File: src/rtl/ifq_pkg.sv
// Shared types and constants for the instruction-fetch queue.
package ifq_pkg;

  typedef enum logic [1:0] {
    IDLE     = 2'd0,
    WAIT_ACK = 2'd1,
    DISCARD  = 2'd2
  } ifq_state_e;

  localparam logic [31:0] PC_STEP   = 32'd4;
  localparam logic [31:0] NOP_INSTR = 32'h0000_0000;

  function automatic int ifq_ptr_w(input int depth);
    return (depth < 2) ? 1 : $clog2(depth);
  endfunction

endpackage

File: src/rtl/ifq_fifo.sv
// Circular buffer of {instr, pc_incr} entries. Head is registered storage, visible one cycle after push.
// Flush wins over push and pop; pop when empty is ignored; the caller never pushes into a full buffer.
module ifq_fifo
  import ifq_pkg::*;
#(
  parameter int DEPTH = 4,
  parameter int PW    = ifq_ptr_w(DEPTH),
  parameter int CW    = PW + 1
) (
  input  logic          clk,
  input  logic          rst,
  input  logic          i_push,
  input  logic [63:0]   i_push_dat,
  input  logic          i_pop,
  input  logic          i_flush,
  output logic          o_vld,
  output logic [63:0]   o_head_dat,
  output logic [CW-1:0] o_count
);

  logic [63:0]   r_mem [DEPTH];
  logic [PW-1:0] r_wr_ptr;
  logic [PW-1:0] r_rd_ptr;
  logic [CW-1:0] r_count;
  logic          w_pop;

  assign w_pop = i_pop && (r_count != '0);

  // Pointers wrap naturally because DEPTH is a power of two.
  always_ff @(posedge clk or posedge rst) begin
    if (rst) begin
      r_wr_ptr <= '0;
      r_rd_ptr <= '0;
      r_count  <= '0;
    end else if (i_flush) begin
      r_wr_ptr <= '0;
      r_rd_ptr <= '0;
      r_count  <= '0;
    end else begin
      if (i_push) r_wr_ptr <= r_wr_ptr + PW'(1);
      if (w_pop)  r_rd_ptr <= r_rd_ptr + PW'(1);
      r_count <= r_count + CW'(i_push) - CW'(w_pop);
    end
  end

  always_ff @(posedge clk) begin
    if (i_push && !i_flush) r_mem[r_wr_ptr] <= i_push_dat;
  end

  assign o_vld      = (r_count != '0);
  assign o_head_dat = o_vld ? r_mem[r_rd_ptr] : '0;
  assign o_count    = r_count;

endmodule

File: src/rtl/ifetch_queue.sv
// Fetch FSM with a prefetch FIFO feeding IF/ID. Ack at edge N shows at the head after edge N (no bypass).
// Fetching pauses when the FIFO would be full; a redirect flushes and abandons any in-flight word.
module ifetch_queue
  import ifq_pkg::*;
#(
  parameter int          DEPTH    = 4,
  parameter logic [31:0] RESET_PC = 32'h0000_0000
) (
  input  logic                   clk,
  input  logic                   rst,
  output logic                   mem_req,
  output logic [31:0]            mem_addr,
  input  logic                   mem_ack,
  input  logic [31:0]            mem_rdata,
  input  logic                   redirect_valid,
  input  logic [31:0]            redirect_pc,
  input  logic                   deq_ready,
  output logic                   out_valid,
  output logic [31:0]            out_instr,
  output logic [31:0]            out_pc_incr,
  output logic [$clog2(DEPTH):0] count
);

  localparam int PW = ifq_ptr_w(DEPTH);
  localparam int CW = $clog2(DEPTH) + 1;
  localparam logic [CW-1:0] FULL = CW'(DEPTH);

  ifq_state_e    r_state;
  logic          r_mem_req;
  logic [31:0]   r_mem_addr;
  logic [31:0]   r_fetch_pc;

  logic          w_ack;
  logic          w_push;
  logic          w_pop;
  logic          w_vld;
  logic [63:0]   w_head;
  logic [CW-1:0] w_count;
  logic [CW-1:0] w_count_after;
  logic [31:0]   w_redir_pc;
  logic [31:0]   w_next_pc;

  assign w_ack         = r_mem_req && mem_ack;
  assign w_redir_pc    = redirect_pc & ~32'h3;
  assign w_next_pc     = r_mem_addr + PC_STEP;
  assign w_push        = (r_state == WAIT_ACK) && w_ack && !redirect_valid;
  assign w_pop         = w_vld && deq_ready;
  assign w_count_after = w_count + CW'(1) - CW'(w_pop);

  always_ff @(posedge clk or posedge rst) begin
    if (rst) begin
      r_state    <= IDLE;
      r_mem_req  <= 1'b0;
      r_mem_addr <= RESET_PC;
      r_fetch_pc <= RESET_PC;
    end else begin
      case (r_state)
        IDLE: begin
          if (redirect_valid) begin
            r_fetch_pc <= w_redir_pc;
          end else if (w_count < FULL) begin
            r_mem_req  <= 1'b1;
            r_mem_addr <= r_fetch_pc;
            r_state    <= WAIT_ACK;
          end
        end
        WAIT_ACK: begin
          if (redirect_valid) begin
            r_fetch_pc <= w_redir_pc;
            if (w_ack) begin
              r_mem_req <= 1'b0;
              r_state   <= IDLE;
            end else begin
              // Request stays on the bus until the memory answers; its data is dropped.
              r_state <= DISCARD;
            end
          end else if (w_ack) begin
            r_fetch_pc <= w_next_pc;
            if (w_count_after < FULL) begin
              r_mem_addr <= w_next_pc;
            end else begin
              r_mem_req <= 1'b0;
              r_state   <= IDLE;
            end
          end
        end
        DISCARD: begin
          if (redirect_valid) r_fetch_pc <= w_redir_pc;
          if (w_ack) begin
            r_mem_req <= 1'b0;
            r_state   <= IDLE;
          end
        end
        default: begin
          r_mem_req <= 1'b0;
          r_state   <= IDLE;
        end
      endcase
    end
  end

  ifq_fifo #(
    .DEPTH (DEPTH),
    .PW    (PW),
    .CW    (CW)
  ) u_fifo (
    .clk        (clk),
    .rst        (rst),
    .i_push     (w_push),
    .i_push_dat ({mem_rdata, w_next_pc}),
    .i_pop      (w_pop),
    .i_flush    (redirect_valid),
    .o_vld      (w_vld),
    .o_head_dat (w_head),
    .o_count    (w_count)
  );

  assign mem_req     = r_mem_req;
  assign mem_addr    = r_mem_addr;
  assign out_valid   = w_vld;
  assign out_instr   = w_vld ? w_head[63:32] : NOP_INSTR;
  assign out_pc_incr = w_vld ? w_head[31:0] : 32'h0;
  assign count       = w_count;

endmodule

File: config.mk
export PLATFORM = sky130hd
export DESIGN_NAME = ifetch_queue
export DESIGN_NICKNAME = d
export VERILOG_FILES = /design/src/rtl/ifq_pkg.sv /design/src/rtl/ifq_fifo.sv /design/src/rtl/ifetch_queue.sv
export SDC_FILE = /design/constraint.sdc
export NUM_CORES = 1
export LEC_CHECK = 0
export ABC_AREA = 1
export CORE_MARGIN = 2
export CORE_UTILIZATION = 52
export CTS_BUF_LIST = sky130_fd_sc_hd__clkbuf_8
export DETAILED_ROUTE_END_ITERATION = 16
export PLACE_DENSITY = 0.8
export SLEW_MARGIN = 5
export SYNTH_ARGS = -nofsm -noshare
export SYNTH_HDL_FRONTEND = slang
export SYNTH_SLANG_ARGS = --single-unit
File: constraint.sdc
create_clock -name clk -period 4.08 [get_ports clk]
set_clock_uncertainty 0.05 [all_clocks]
set_input_delay 0.612 -clock clk [delete_from_list [all_inputs] [get_ports clk]]
set_output_delay 0.612 -clock clk [all_outputs]
set_load 0.02 [all_outputs]
Word-level counts from Yosys, hierarchy flattened
Memories as Yosys holds them, arrays and structs flattened. Cells that the tools add are included.

Magnitude comparators: 2. Equal/unequal tests: 11. Add/sub/neg operators: 7. Mux-type cells: 34. Reductions and logical operators: 18.

Operators by type and width (number): 2-to-1 mux 32 bit (10); one-hot mux 32 bit (2 select lines) (2); adder 32 x 3 -> 32 bit (second input constant) (1); 2-to-1 mux 2 bit (11); inequality test 2 bit (second input constant) (5); 2-to-1 mux 1 bit (8); nonzero test 2 bit (4); logical AND 1 bit (6); less-than comparator 3 bit (second input constant) (2); inequality test 3 bit (second input constant) (2); one-hot mux 2 bit (3 select lines) (1); AND reduction 6 bit (1); subtractor 3 x 1 -> 3 bit (2); AND reduction 5 bit (1); adder 2 x 1 -> 2 bit (second input constant) (2); inequality test 2 x 1 -> 1 bit (second input constant) (2); AND reduction 4 bit (1); adder 3 x 1 -> 3 bit (1); adder 3 x 1 -> 3 bit (second input constant) (1); 2-to-1 mux 3 bit (1); one-hot mux 1 bit (3 select lines) (1); AND reduction 3 bit (1); nonzero test 3 bit (1); == test 2 x 1 -> 1 bit (second input constant) (1); other kinds (4) (4).

Output and inout bits: 101. Bits of input ports: 69. Memories: 1. Memory bits (writable): 256. Bits in registers: 74.

Memories: u_fifo.r_mem (words 4, bits a word 64, read ports 1, clocked after Yosys merged registers in 0, wr ports 1, RTL line ifq_fifo.sv:21) `logic [63:0] r_mem [DEPTH];`.

Longest topological paths before layout
Gate-level depths: netlist of run 1.

Depth after elaboration: 8. Gate-level depth with buffers: 11.

Hierarchy
From an unflattened synthesis of run 1, not the netlist that was laid out.

Cells, all modules: 1874. Area, all modules: 16150.5 um2.

By module, submodules not included: ifq_fifo (area an instance 11344.6 um2, instances 1, cells each 1070); ifetch_queue (area an instance 4805.9 um2, instances 1, cells each 804).

Least setup slack after synthesis of run 1
Ideal clock, no wire load.

Path kind: input to register. Start point: input redirect_valid. End point: memory u_fifo.r_mem[0][0], enable pin. Setup time: 0.486 ns. Cell stages on the path: 4. Path slack: -0.155 ns. Path buffers: 1. Arrival: 3.698 ns. Data required time: 3.544 ns. Path through: buf_2 -> inv_2 -> nand2_1 -> nor2_1.

Word-level cells in the longest chain between the ends: 5.

Ends and longest elaborated chain: from (decl) (RTL line ifetch_queue.sv:15) `input logic redirect_valid,`; zero test 1 bit (*) (RTL line ifq_fifo.sv:47, ifetch_queue.sv:46); logical AND 1 bit (RTL line ifetch_queue.sv:46) `assign w_push = (r_state == WAIT_ACK) && w_ack && !redirect_valid;`; logical AND 1 bit (*) (RTL line ifq_fifo.sv:47) `if (i_push && !i_flush) r_mem[r_wr_ptr] <= i_push_dat;`; 2-to-1 mux 1 bit (*) (RTL line ifq_fifo.sv:47); 2-to-1 mux 1 bit (implied by the code) (*) (RTL line ifq_fifo.sv:47); to (decl) (RTL line ifq_fifo.sv:21).

Every way passes the cells marked *; elsewhere a longest branch is shown, timed or not.

Worst setup path in the final report of run 1
Start point: register u_fifo.r_rd_ptr[0]. End point: output out_pc_incr[18].

Word-level cells in the longest chain between the ends: 2.

Ends and longest elaborated chain: from (decl) (RTL line ifq_fifo.sv:23) `logic [PW-1:0] r_rd_ptr;`; from (signal assigned) (RTL line ifq_fifo.sv:41) `if (w_pop) r_rd_ptr <= r_rd_ptr + PW'(1);`; memory read (4 x 64 bit); 2-to-1 mux 32 bit (RTL line ifetch_queue.sv:122) `assign out_pc_incr = w_vld ? w_head[31:0] : 32'h0;`; to (decl) (RTL line ifetch_queue.sv:20) `output logic [31:0] out_pc_incr,`.

Every way passes these cells.

==> summary.md, run 1 <==
| Metric | Value |
|---|---|
| Result of the run | `completed` |
| Height of the chip | `170.8 um` |
| Via count of the first global-routing pass | `10420` |
| Total placed cells including tap cells | `just under 2000` |
| Kind of launch point of the worst setup path | `register` |
| Effective utilization at floorplan | `0.5238` |
| Reg2reg setup slack | `between 1000 and 1500 ps` |
| Total power of the final layout | `about 12 mW` |
| Number of antenna diodes | `0` |
| Final cycle utilization of the critical path | `0.8978` |
| Prevailing post-synth register cell | `edfxtp_1` |
| Fraction of final layout cells sized beyond drive strength 1 | `0.07562` |
| CTS Hold Bufs | `0` |
| Post-synthesis to final-layout area growth | `20.88%` |
| Endpoint required time on the critical path | `~3400 ps` |
| Leading cell type in the layout, fill and taps excluded | `nor2_1` |
| Crit-path max cell delay | `about 650 ps` |
| R2R Path End | `u_fifo.o_count[2]` |
| Final GP Congestion | `~0.94` |
| CTS tree | `built` |
| Leak Pwr | `6.518 nW` |
| Commonest cells after routing, fill and taps aside | `nor2_1, edfxtp_1, nand2_1` |
| Final cell count without fillers | `slightly above 2000` |
| Initial drt markers | `around 940` |
| Post-route setup slack | `around 420 ps` |
| Count of yosys warnings during synthesis | `0` |
| Placement row count | `61` |
| Top Family by Delay on Critical Path | `buffers and inverters` |
| Crit path max-delay cell type | `clkdlybuf4s50_1` |
| Via total after detailed routing | `between 10000 and 15000` |
| Category of the worst setup path capture point | `output pin` |
| Synth top area share | `0.5312` |
| Cell Chain, Critical Path | `inv_2 -> buf_12 -> o21ai_0 -> a21oi_1 -> clkdlybuf4s50_1` |
| Num Clock Sinks | `330` |
| Top Ports | `between 150 and 200` |
| Share of synthesized area occupied by flip-flops and latches | `0.6591` |
| Depth of the worst register-to-register path | `11` |
| Post-placement worst setup slack | `927.8 ps` |
| Arrival time at the worst endpoint | `~3000 ps` |
| Later-pin clock latency in the skew report | `approximately 590 ps` |
| Post-Synthesis Mean Instance Area | `approximately 10 um2` |
| Cell area after synthesis | `between 10000 and 15000 um2` |
| Biggest area consumer among synthesized cells | `edfxtp_1` |
| Slew of the pin with the lowest slew margin | `about 1000 ps` |
| Fin. Hold Viols | `0` |
| Asr flop ratio synth | `0.2242` |
| Total wire length | `between 30000 and 40000 um` |
| First-pass iteration count of the detailed router | `6` |
| Std-Cell Core Area | `between 20000 and 30000 um2` |
| H-tree depth | `2` |
| Final-stage net count | `between 1500 and 2000` |
| Relative slew slack | `0.3443` |
| Most area-consuming cells after synthesis | `edfxtp_1, dfrtp_1, nor2_1, o21ai_0, nand2_1` |
| Min cycle time layout | `3663 ps` |
| Peak ir drop on the vdd network | `around 0.00046 V` |
| Count of buffer and inverter cells on the critical path | `3` |
| Die Footprint | `approximately 30000 um2` |
| Launching instance or port of the critical path | `u_fifo.r_rd_ptr[0]` |
| Global-route wire length before repair | `54170 um` |
| Largest net degree at the start of global routing | `103` |
| Post-CTS Resized | `0` |
| Peak Freq | `about 270 MHz` |
| P per Cell Area | `around 660 nW/um2` |
| Total negative setup slack | `0 ps` |
| Number of max-cap violations | `0` |
| Total overflow reported by the global router | `0` |
| Post-synthesis net count | `about 1500` |
| Post-CTS Setup Repair Bufs | `0` |
| Drc violations | `0` |
| Number of storage elements in the synthesis netlist | `330` |
| Beginning of the worst register-to-register path | `u_fifo.o_count[2]` |
| Detailed-route wire length per cell | `roughly 17 um` |
| Count of flip-flops with a built-in enable after synthesis | `~260` |
| Worst Path Max Fanout | `98` |
| Number of antenna violations at the first check in global routing | `0` |
| RSZ-0062 raised after global routing | `false` |
| TritonCTS Buffers | `52` |
| Number of port buffers | `167` |
| CTS Root Cell | `clkbuf_8` |
| Final hold slack | `about 300 ps` |
| Count of pins over their slew limit | `0` |
| Clock Pin Slew Worst Setup and Hold Paths | `approximately 60 ps` |
| Count of endpoints failing setup in the final report | `0` |
| Worst min-delay path class | `input port to async pin` |
| Antenna-violating nets left | `0` |
| Die boundary width | `170.8 um` |
| Maximum root-to-sink buffer count | `3` |
| Critical setup path kind | `register to output pin` |
| Post-DR vias/cell | `5.378` |
| Unique masters post-synth | `37` |
| Detailed placer's ending HPWL | `21230 um` |
| Synthesized instance count | `1444` |
| Global router's overall resource usage | `0.2398` |
-- synth_stat cells, types with 3 or more instances --
| master | count |
|---|---|
| inv_2 | 4 |
| a31oi_1 | 3 |
| o21ai_0 | 177 |
| a21oi_1 | 74 |
| xnor2_1 | 3 |
| o22ai_1 | 6 |
| xor2_1 | 8 |
| edfxtp_1 | 256 |
| buf_6 | 3 |
| o21ai_1 | 8 |
| a21oi_2 | 13 |
| ha_1 | 7 |
| clkbuf_1 | 30 |
| nor2_1 | 377 |
| dfrtp_1 | 74 |
| buf_1 | 10 |
| nor2_2 | 3 |
| inv_1 | 66 |
| nand3_1 | 53 |
| nand2_1 | 217 |
| buf_2 | 30 |
-- power by group --
group / total, mW / switching [mW] / internal, mW
logic: 4.53 / 2.87 / 1.66
registers: 4.56 / 0.401 / 4.16
clock network: 2.53 / 1.28 / 1.26
total: 11.6 / 4.54 / 7.08
-- kinds of logic after synthesis --
family                   Yosys count  share of synthesized area
AO/OA/AOI/OAI                    286                     0.1040
adder cells (fa/ha/maj)            8                   0.007435
buffers and inverters            146                    0.04262
flip-flops                       330                     0.6591
XOR/XNOR                          11                   0.006657
AND/OR/NAND/NOR                  663                     0.1802
-- registers in the layout (all words and copies together) (netlist names) --
signal           count
u_fifo.r_mem       256
mem_addr            32
r_fetch_pc          32
u_fifo.o_count       3
r_state              2
u_fifo.r_rd_ptr      2
u_fifo.r_wr_ptr      2
mem_req              1
-- worst register-to-register path, delay by kind of cell (launching register included) --
kind / cells / cell delay (ps)
adder cells (fa/ha/maj): 3 / 830
flip-flops: 1 / 440
AND/OR/NAND/NOR: 5 / 1220
buffers and inverters: 3 / 190
-- area by class of cell --
type,count,area (um2)
Fill cell,2263,10130
Sequential cell,330,9544
Multi-Input combinational cell,968,4358
Timing Repair Buffer,186,1902
Clock buffer,55,757.0
Tap cell,378,473.0
Inverter,71,267.8
Clock inverter,43,192.7
-- layer usage --
| metal | wire length, um | vias to the layer above | GRT usage |
|---|---|---|---|
| li1 | - | 5226 | - |
| met1 | 14520 | 5191 | 0.3172 |
| met2 | 16840 | 446 | 0.4033 |
| met3 | 2965 | 60 | 0.04372 |
| met4 | 741 | 0 | 0.07959 |
| met5 | 0 | - | 0 |
-- metrics by stage --
stage | utilization | area, um2
6_report | 0.6332 | 17490
5_1_grt | 0.6332 | 17490
4_1_cts | 0.6332 | 17490
3_5_place_dp | 0.5988 | 16540
3_3_place_gp | 0.5988 | 16540
2_1_floorplan | - | 14470
-- worst max-delay path by stage --
stage / slack, ps / to / cells past startpoint
after detailed placement: 930 / u_fifo.o_count[2] / 10
after CTS: 370 / out_pc_incr[27] / 5
final: 420 / out_pc_incr[18] / 5
after global placement: 950 / u_fifo.o_count[2] / 10
after floorplan: -150 / u_fifo.r_mem[0][0] / 4
after global routing: 280 / out_pc_incr[18] / 5
Power figures use the tool's default switching activity.
==> run 2, diff against run 1 <==
--- a/config.mk
+++ b/config.mk
@@ -11,6 +11,8 @@
 export CTS_BUF_LIST = sky130_fd_sc_hd__clkbuf_8
 export DETAILED_ROUTE_END_ITERATION = 16
 export PLACE_DENSITY = 0.8
+export RECOVER_POWER = 25
+export SKIP_LAST_GASP = 1
 export SLEW_MARGIN = 5
 export SYNTH_ARGS = -nofsm -noshare
 export SYNTH_HDL_FRONTEND = slang
==> run 2 against run 1 <==
Compared with the run above:
- fmax fell by 0.62%
- final cell count rose by 0.15%
- via count fell by 0.18%
- critical path depth did not move
==> summary.md, run 2 (synthesis results as in run 1) <==
| Metric | Value |
|---|---|
| Clock Pin Slew Worst Setup and Hold Paths | `60 ps (about the same)` |
| Clock power share | `0.218 (about the same)` |
| Largest reg by FF count | `u_fifo.r_mem` |
| Relative slew slack | `0.06822 (-0.2761)` |
| Via count of the first global-routing pass | `10420 (unchanged)` |
| Final-stage net count | `1686 (unchanged)` |
| Detailed placer's ending HPWL | `21230 um (unchanged)` |
| Internal cell power | `7.073 mW (-0.11%)` |
| Number of port buffers | `167 (unchanged)` |
| Leading cell type in the layout, fill and taps excluded | `nor2_1` |
| Min cycle time layout | `3686 ps (+22.99 ps)` |
| Count of buffer and inverter cells on the critical path | `3 (unchanged)` |
| Fraction of final layout cells sized beyond drive strength 1 | `0.07381 (-0.001815)` |
| Global-route wire length before repair | `54170 um (unchanged)` |
| Maximum root-to-sink buffer count | `3 (unchanged)` |
| Number of antenna violations at the first check in global routing | `4 (+4)` |
| Placement row count | `61 (unchanged)` |
| H-tree depth | `2 (unchanged)` |
| Final GP Congestion | `0.9432 (unchanged)` |
| Fin. Hold Viols | `0 (unchanged)` |
| Kind of launch point of the worst setup path | `register` |
| Largest net degree at the start of global routing | `103 (unchanged)` |
| Post-DR vias/cell | `5.360 (-0.33%)` |
| Combinational share of power | `0.389 (about the same)` |
| Post-synthesis to final-layout area growth | `20.88% (unchanged)` |
| Switching power | `4.546 mW (about the same)` |
| Final cycle utilization of the critical path | `0.9034 (+0.005635)` |
| P per Cell Area | `664.2 nW/um2 (about the same)` |
| Total negative setup slack | `0 ps (unchanged)` |
| Drc violations | `0 (unchanged)` |
| Peak Freq | `271.3 MHz (-0.62%)` |
| Antenna-violating nets left | `0 (unchanged)` |
| Critical setup path kind | `register to output pin` |
| Cell Chain, Critical Path | `inv_2 -> buf_12 -> o21ai_0 -> a21oi_1 -> clkdlybuf4s50_1` |
| Endpoint required time on the critical path | `3420 ps (about the same)` |
| Crit-path max cell delay | `660 ps (about the same)` |
| Flip-flop count of the largest register, all copies and words added | `256 (unchanged)` |
| CTS tree | `built` |
| Count of endpoints failing setup in the final report | `0 (unchanged)` |
| Later-pin clock latency in the skew report | `590 ps (about the same)` |
| Post-route setup slack | `394.1 ps (-22.99 ps)` |
| Depth of the worst register-to-register path | `11 (unchanged)` |
| Num Clock Sinks | `330 (unchanged)` |
| Die boundary width | `170.8 um (unchanged)` |
| TritonCTS Buffers | `52 (unchanged)` |
| Crit path max-delay cell type | `clkdlybuf4s50_1` |
| Global router's overall resource usage | `0.2398 (unchanged)` |
| Via total after detailed routing | `10900 (-0.18%)` |
| Seq pwr share | `0.392 (about the same)` |
| Std-Cell Core Area | `27630 um2 (unchanged)` |
| Leak Pwr | `6.527 nW (+0.14%)` |
| Worst Hold Depth | `2` |
| Switching share of power | `0.3912 (+0.0004073)` |
| Total overflow reported by the global router | `0 (unchanged)` |
| Initial drt markers | `941 (+0.43%)` |
| Commonest cells after routing, fill and taps aside | `nor2_1, edfxtp_1, nand2_1` |
| Arrival time at the worst endpoint | `3020 ps (+20 ps)` |
| Effective utilization at floorplan | `0.5238 (unchanged)` |
| Post-placement worst setup slack | `927.8 ps (unchanged)` |
| Count of pins over their slew limit | `0 (unchanged)` |
| Top Ports | `170 (unchanged)` |
| Height of the chip | `170.8 um (unchanged)` |
| Slew of the pin with the lowest slew margin | `1398 ps (+414.1 ps)` |
| First-pass iteration count of the detailed router | `6 (unchanged)` |
| RSZ-0062 raised after global routing | `false` |
| Worst path depth | `5 (unchanged)` |
| CTS Root Cell | `clkbuf_8` |
| Post-CTS Resized | `0 (unchanged)` |
| Die Footprint | `29180 um2 (unchanged)` |
| CTS Hold Bufs | `0 (unchanged)` |
| Worst Path Max Fanout | `98 (unchanged)` |
| Detailed-route wire length per cell | `17.21 um (-0.29%)` |
| Category of the worst setup path capture point | `output pin` |
| Number of max-cap violations | `0 (unchanged)` |
| Top Family by Delay on Critical Path | `buffers and inverters` |
| Total wire length | `35020 um (-0.14%)` |
| Worst min-delay path class | `register to register` |
| Peak ir drop on the vdd network | `0.0004590 V (about the same)` |
| Result of the run | `completed` |
| Post-CTS Setup Repair Bufs | `0 (unchanged)` |
run 2: cell types whose count changed in the layout (fill, tap and decap cells not counted), sizes merged:
| cell | before | now |
|---|---|---|
| buf | 19 | 18 |
| diode | 0 | 3 |
| clkdlybuf4s50 | 167 | 133 |
| clkbuf | 55 | 56 |
| dlygate4sd3 | 0 | 34 |
run 2: metal layers:
metal,vias to the layer above,global-route usage,wire (um)
met5,-,0,10
met4,2,0.07959,775
met3,65,0.04372,2840
met2,446,0.4033,16750
met1,5164,0.3172,14640
li1,5226,-,-
run 2: area by class of cell:
class / instances / area, um2
sequential: 330 / 9544
clock inverter: 43 / 192.7
tap: 378 / 473.0
fill: 2264 / 10130
inverter: 71 / 267.8
timing repair buffer: 186 / 1899
clock buffer: 55 / 757.0
antenna: 3 / 7.507
multi-input combinational: 968 / 4353
run 2: worst reg2reg max path, stage by stage (launching register included):
cell     delay (ps)
dfrtp_1         440
nor2_1          120
inv_1            90
nor2_4          600
nor2_1          200
ha_1            330
inv_1            50
ha_1            130
inv_1            50
fa_1            360
and3_1          170
nor3_1          120
run 2: worst paths after layout:
kind / startpoint / endpoint / slack (ps)
max in group asynchronous: rst / r_fetch_pc[25] / 1550
worst min-delay path: r_fetch_pc[23] / r_fetch_pc[23] / 440
worst min register to register: r_fetch_pc[23] / r_fetch_pc[23] / 440
worst max register to register: u_fifo.o_count[2] / u_fifo.o_count[2] / 1290
min in group asynchronous: rst / r_fetch_pc[9] / 570
worst max-delay path: u_fifo.r_rd_ptr[0] / out_pc_incr[18] / 390
run 2: power groups by stage:
| stage | Clock [mW] | Sequential [mW] | Combinational, mW |
|---|---|---|---|
| after global routing | 2.74 | 4.60 | 4.93 |
| after detailed placement | 0 | 4.61 | 4.51 |
| after global placement | 0 | 4.60 | 4.39 |
| final | 2.54 | 4.56 | 4.52 |
| after floorplan | 0 | 4.65 | 2.56 |
| after CTS | 2.58 | 4.55 | 4.53 |
run 2: stage by stage:
| step | utilization | power, mW | hold WS (ps) | std cells | area [um2] |
|---|---|---|---|---|---|
| global placement | 0.5988 | 8.993 | 413.8 | 1933 | 16540 |
| global route | 0.6331 | 12.27 | 459.0 | 2033 | 17490 |
| CTS | 0.6332 | 11.65 | 301.5 | 2031 | 17490 |
| detailed placement | 0.5988 | 9.112 | 415.4 | 1933 | 16540 |
| floorplan | - | 7.209 | 399.5 | 1444 | 14470 |
| finish | 0.6332 | 11.62 | 437.0 | 2034 | 17490 |
==> variant, RTL diff (config.mk and constraints of run 1) <==
`DEPTH` is set to 4 in 2 places; all go to 8.
--- a/src/rtl/ifq_fifo.sv
+++ b/src/rtl/ifq_fifo.sv
@@ -3,7 +3,7 @@
 module ifq_fifo
   import ifq_pkg::*;
 #(
-  parameter int DEPTH = 4,
+  parameter int DEPTH = 8,
   parameter int PW    = ifq_ptr_w(DEPTH),
   parameter int CW    = PW + 1
 ) (
--- a/src/rtl/ifetch_queue.sv
+++ b/src/rtl/ifetch_queue.sv
@@ -3,7 +3,7 @@
 module ifetch_queue
   import ifq_pkg::*;
 #(
-  parameter int          DEPTH    = 4,
+  parameter int          DEPTH    = 8,
   parameter logic [31:0] RESET_PC = 32'h0000_0000
 ) (
   input  logic                   clk,
Ports: changed (resized count); port bits go from 170 to 171. No check against the original RTL was run, so the function may have changed too.
==> variant against run 1 <==
Sequential cell count increased by 259; area after synthesis increased by 71%; total power increased by 62%; routed wire length increased by 69%; sequential power increased by 69%; final area increased by 65%; largest cell class unchanged; setup slack got worse by 280 ps; largest power group unchanged.
==> variant: results (changes against run 1) <==
* Wire length per cell at 19.2 µm (was 17.3 µm)
* Synth top cells by count: nor2_1 (570), edfxtp_1 (512), o21ai_0 (375), nand2_1 (216), dfrtp_1 (77) (was nor2_1 (377), edfxtp_1 (256), nand2_1 (217), o21ai_0 (177))
* Status: finished, final reports clean (unchanged)
* Dominant cells by area after synthesis: edfxtp_1 (62%), nor2_1 (8.6%), dfrtp_1 (7.8%) (was edfxtp_1 (53%), dfrtp_1 (13%), nor2_1 (9.8%))
* H-tree Lvls at 3 (was 2)
* Number of ordinary inverters in the final layout at 63 (was 71)
* Sequential Power Share at 40.9% (was 39.2%)
* Post-DP HPWL at 34400 µm (was 21200 µm)
* All-Layer GR Usage at 23.8% (was 24.0%)
* Post-synth net total at 2295 (was 1521)
* Largest net degree at the start of global routing at 148 (was 103)
* FFs w/ async S/R, synth at 13.1% (was 22.4%)
* Final WL at 59100 µm (was 35100 µm)
* First-pass iteration count of the detailed router at 7 (was 6)
* Worst Setup EP: out_instr[13] (was out_pc_incr[18])
* Placed standard-cell area at 27300 µm² (was 16500 µm²)
* Layout clock area frac at 5.58% (was 5.43%)
* Normalized max-slew margin at 21.9% (was 34.4%)
* Non-Clock Buffer Count at 213 (was 186)
* Port Buffers at 168 (was 167)
* Leak at 10.2 nW (was 6.52 nW)
* Cells after DPL at 2906 (was 1933)
* Clk. pwr at 4.39 mW (was 2.53 mW)
* Comb_multi_in at 1434 (was 968)
* Max reg flops at 512 (was 256)
* Net Sw Power at 7.03 mW (was 4.54 mW)
* Post-route minimum period at 3940 ps (was 3660 ps)
* CP max stage delay at 670 ps (was 650 ps)
* DR iter-0 viols at 1667 (was 937)
* EDFF count, synth at 512 (was 256)
-- variant: changes by cell type in the layout (fill, tap and decap cells not counted), sizes merged, moves of 39 or more --
cell    before  now
edfxtp     256  512
o21ai      185  426
nor2       380  576
a31oi        3   67
a21oi       87   43
clkbuf      55   94
-- variant: logic make-up (layout without fill, tap and decap cells) --
| kind of cell | after synthesis | in the layout | share of synthesized area, % |
|---|---|---|---|
| and+or+nand+nor | 866 | 866 | 13.9 |
| xor gates and xnor gates | 11 | 11 | 0.480 |
| DFF | 589 | 589 | 69.9 |
| AOI/OAI and AO/OA | 548 | 548 | 11.7 |
| buffers and inverters | 194 | 444 | 3.50 |
| adders and majority gates | 9 | 9 | 0.485 |
-- variant: metal layers --
| metal | part of all wire [%] | track usage, % |
|---|---|---|
| met1 | 41 | 31.8 |
| met2 | 49 | 39.9 |
| met3 | 8.3 | 4.62 |
| met4 | 2.3 | 7.21 |
| met5 | 0.022 | 0 |
